`src/rtl/spike_encoder.sv`:
```
// rtl/spike_encoder.sv - rate-coded spike train generator feeding the LIF node block
// Four phase-accumulator channels step once per adv strobe for a WINDOW-step frame.
module spike_encoder #(
    parameter int WINDOW = 16,
    parameter int SW     = $clog2(WINDOW)
) (
    input  logic          clk,
    input  logic          rst_n,
    input  logic          cfg_valid,
    output logic          cfg_ready,
    input  logic [1:0]    cfg_ch,
    input  logic [3:0]    cfg_rate,
    input  logic [3:0]    cfg_weight,
    input  logic          start,
    input  logic          adv,
    output logic [3:0]    out1,
    output logic [3:0]    out2,
    output logic [3:0]    out3,
    output logic [3:0]    out4,
    output logic          busy,
    output logic          frame_done,
    output logic [SW-1:0] step_idx
);

    typedef enum logic [1:0] {
        S_IDLE = 2'd0,
        S_RUN  = 2'd1,
        S_DONE = 2'd2
    } state_t;

    state_t state_q;
    state_t state_nxt;

    logic [3:0]    rate_q   [4];
    logic [3:0]    weight_q [4];
    logic [3:0]    acc_q    [4];
    logic [3:0]    out_q    [4];
    logic [4:0]    sum      [4];
    logic [SW-1:0] step_q;
    logic          last_step;

    assign last_step = (step_q == SW'(WINDOW - 1));

    always_ff @(posedge clk) begin
        if (!rst_n) begin
            state_q <= S_IDLE;
        end else begin
            state_q <= state_nxt;
        end
    end

    always_comb begin
        state_nxt = state_q;
        case (state_q)
            S_IDLE:  if (start) state_nxt = S_RUN;
            S_RUN:   if (adv && last_step) state_nxt = S_DONE;
            S_DONE:  state_nxt = S_IDLE;
            default: state_nxt = S_IDLE;
        endcase
    end

    always_comb begin
        cfg_ready  = (state_q == S_IDLE);
        busy       = (state_q == S_RUN);
        frame_done = (state_q == S_DONE);
    end

    // The carry out of the 4-bit phase add is the fire decision for this step.
    always_comb begin
        for (int i = 0; i < 4; i++) begin
            sum[i] = {1'b0, acc_q[i]} + {1'b0, rate_q[i]};
        end
    end

    always_ff @(posedge clk) begin
        if (!rst_n) begin
            for (int i = 0; i < 4; i++) begin
                rate_q[i]   <= 4'd0;
                weight_q[i] <= 4'd0;
                acc_q[i]    <= 4'd0;
                out_q[i]    <= 4'd0;
            end
            step_q <= '0;
        end else begin
            case (state_q)
                S_IDLE: begin
                    if (cfg_valid) begin
                        rate_q[cfg_ch]   <= cfg_rate;
                        weight_q[cfg_ch] <= cfg_weight;
                    end
                    if (start) begin
                        for (int i = 0; i < 4; i++) begin
                            acc_q[i] <= 4'd0;
                        end
                        step_q <= '0;
                    end
                end
                S_RUN: begin
                    if (adv) begin
                        for (int i = 0; i < 4; i++) begin
                            acc_q[i] <= sum[i][3:0];
                            out_q[i] <= sum[i][4] ? weight_q[i] : 4'd0;
                        end
                        step_q <= last_step ? '0 : step_q + SW'(1);
                    end
                end
                S_DONE: begin
                    // Last step stays visible through DONE and is cleared on the way out.
                    for (int i = 0; i < 4; i++) begin
                        out_q[i] <= 4'd0;
                    end
                    step_q <= '0;
                end
                default: begin
                    step_q <= '0;
                end
            endcase
        end
    end

    assign out1     = out_q[0];
    assign out2     = out_q[1];
    assign out3     = out_q[2];
    assign out4     = out_q[3];
    assign step_idx = step_q;

endmodule

```
`config.mk`:
```
export PLATFORM = sky130hd
export DESIGN_NAME = spike_encoder
export DESIGN_NICKNAME = d
export VERILOG_FILES = /design/src/rtl/spike_encoder.sv
export SDC_FILE = /design/constraint.sdc
export NUM_CORES = 1
export LEC_CHECK = 0
export ABC_AREA = 1
export CAP_MARGIN = 20
export CORE_AREA = 2 2 100 121
export DETAILED_ROUTE_END_ITERATION = 8
export DIE_AREA = 0 0 102 123
export GPL_ROUTABILITY_DRIVEN = 1
export PLACE_DENSITY = 0.56
export SKIP_CTS_REPAIR_TIMING = 1
export SYNTH_ARGS = -nofsm -noshare
export SYNTH_HDL_FRONTEND = slang
export SYNTH_SLANG_ARGS = --single-unit
```
`constraint.sdc`:
```
create_clock -name clk -period 3.25 [get_ports clk]
set_clock_uncertainty 0.1 [all_clocks]
set_input_delay 0.325 -clock clk [delete_from_list [all_inputs] [get_ports clk]]
set_output_delay 0.325 -clock clk [all_outputs]
set_load 0.05 [all_outputs]
```
==> impl_metrics.tcl <==
set metrics [dict create \
    hold_path.startpoint "out_q[3][0]" \
    relSlewSlack_pct 66.0 \
    cts_tree "yes" \
    ys.warnings.count 0 \
    routed_via_density 4.23 \
    dr_total_vias 2324 \
    globalRouteOverflowTotal 0 \
    cp_cell_sequence "inv_2, nor2_4, clkdlybuf4s50_1" \
    diodes 0 \
    ys_seq_area_share_pct 57.7 \
    dr.first_iter.drc_count 134 \
    synthCells 340 \
    yosysTopAreaCell "edfxtp_1" \
    dieHeight_um 123 \
    core.rowCount 43 \
    tightest_slew_ns 0.509 \
    synth_edf_count 52 \
    critPathTopFamily "buffers and inverters" \
    clk_latency_ns 0.32 \
    core-area_mm2 0.0114 \
    synth_area_leaders "edfxtp_1 (47%), dfxtp_1 (11%), nor2_1 (7.4%)" \
    status "finished clean" \
    ant_nets 0 \
    crit_fanout 7 \
    dpl_cell_area_mm2 0.00387 \
    syn_area_per_cell_um2 9.79 \
    hold_class "reg2reg" \
    start_util_pct 29.2 \
    area_growth_pct 25.6 \
    fin_area_mm2 0.00418 \
    r2r_start "state_q[0]" \
    wire_per_inst_um 12.9 \
    rsz0062_at_grt "false" \
    synthFlopType "edfxtp_1" \
    finalSetupViolCount 0 \
    power_density_mw_per_mm2 544 \
    hpwl_mm 5.30 \
    cp_slowest_cell "clkdlybuf4s50_1" \
    cts_max_level 3 \
    routed_wl_mm 7.08 \
    synthArstFlopShare_pct 0 \
    nNetsFinal 423 \
    die_w_um 102 \
    globalRouteTotalUtil_pct 12.1 \
    required_ns 2.82 \
    path_class "reg2out" \
    path_clk_slew_ns 0.05 \
    final_max_slew_viol_count 0 \
    synthTopCellsByCount "nor2_1 (66), nand2_1 (55), edfxtp_1 (52)" \
    grt_max_degree 20 \
    max_cap_viol_count 0 \
    syn_nets 376 \
    cp_num_buf_inv 2 \
    synth_seq_cells 70 \
    firstDrtPassIters 4 \
    netlist.area_leader.share_pct 46.9 \
    critPathCaptureType "output pin" \
    hold_viol 0 \
    arrival_ns 1.88 \
    numCtsBuffers 9 \
    yosysMostFrequentCell "nor2_1" \
    min_period_over_period_pct 70.9 \
    drive_gt1_share_pct 8.67 \
    clockBufferDepth 2 \
    grt_pass1_vias 2288 \
    grt_pass1_wl_mm 11.4 \
    ctsRootBufferMaster "clkbuf_16" \
    io_pins 38 \
    route.detailed.drc 0 \
    place.gp.congestion 0.836 \
    crit_start "state_q[0]" \
    post-route-min-period_ns 2.30 \
    yosys.cell_types.count 26 \
    p_leak_nw 1.79 \
    cts_sinks 70 \
    fp.dieArea_mm2 0.0125 \
    critPathLaunchType "flip-flop" \
    io_buffers 37 \
    critPathMaxStageDelay_ns 0.85 \
    antenna_found_initial 0 \
    ir_drop_mv 0.229 \
    max_freq_mhz 434 \
    fin_setup_tns_ns 0 \
    syn-cell-area_mm2 0.00333 \
]
## cells in the final DEF (no fill, tap or decap), types with 4 or more instances in the layout
cell	count
a21oi_1	22
clkbuf_16	9
clkbuf_8	5
clkdlybuf4s50_1	37
dfxtp_1	18
edfxtp_1	52
fa_1	4
ha_1	17
inv_1	51
inv_2	4
nand2_1	55
nand2_2	5
nand3_1	24
nor2_1	66
o21ai_1	4
## worst register-to-register path, cell delays in order (launching register included)
cell and delay [ns]:
dfxtp_1 0.36, nor2_4 0.21, nand3_4 0.16, nor2_2 0.19, nand2_2 0.16, nand2_1 0.29
## flip-flops by register name (all words and copies together) (netlist names)
register / count
step_idx: 4
rate_q: 16
out_q: 16
state_q: 2
weight_q: 16
acc_q: 16
## layout make-up
cell class	instances	area (um2)
Multi-Input combinational cell	212	1170
Fill cell	1182	7220
Tap cell	157	196
Clock buffer	16	302
Timing Repair Buffer	39	383
Sequential cell	70	1920
Inverter	55	206
## layer usage
layer / part of all wire, % / track usage [%] / wire [um] / up-vias
met1: 45 / 15.4 / 3180 / 1070
met4: 1.3 / 4.25 / 91 / 0
met2: 50 / 20.2 / 3510 / 52
met5: 0 / 0 / 0 / -
met3: 4.4 / 2.71 / 310 / 9
li1: - / - / - / 1193
## worst paths after layout
path | cells after the start | endpoint | slack [ns]
min | 2 | out_q[3][0] | 0.37
min reg2reg | 2 | out_q[3][0] | 0.37
max | 3 | busy | 0.95
max reg2reg | 5 | weight_q[2][2] | 1.45
## through the flow
step	power, mW	setup WS, ns	utilization [%]	hold slack (ns)	instances
finish	2.28	0.946	36.7	0.365	549
global route	2.37	0.849	36.7	0.399	549
CTS	2.30	0.929	36.6	0.372	548
detailed placement	1.34	0.769	34.0	0.364	532
global placement	1.33	0.867	34.0	0.353	532
floorplan	1.24	1.27	-	0.343	340
## power breakdown
part	internal, mW	switching [mW]
Sequential	1.02	0.0243
Combinational	0.0902	0.190
Clock	0.621	0.331
## cell families (layout without fill, tap and decap cells)
kind of cell               Yosys count  count (layout)  synth area share, %
and+or+nand+nor                    163             163                 22.1
DFF                                 70              70                 57.7
buffers and inverters               58             110                 7.03
AOI/OAI and AO/OA                   27              27                 4.06
adders and majority gates           21              21                 8.80
xor gates and xnor gates             1               1                0.263
Note: power is estimated with default switching activity, not from simulation.
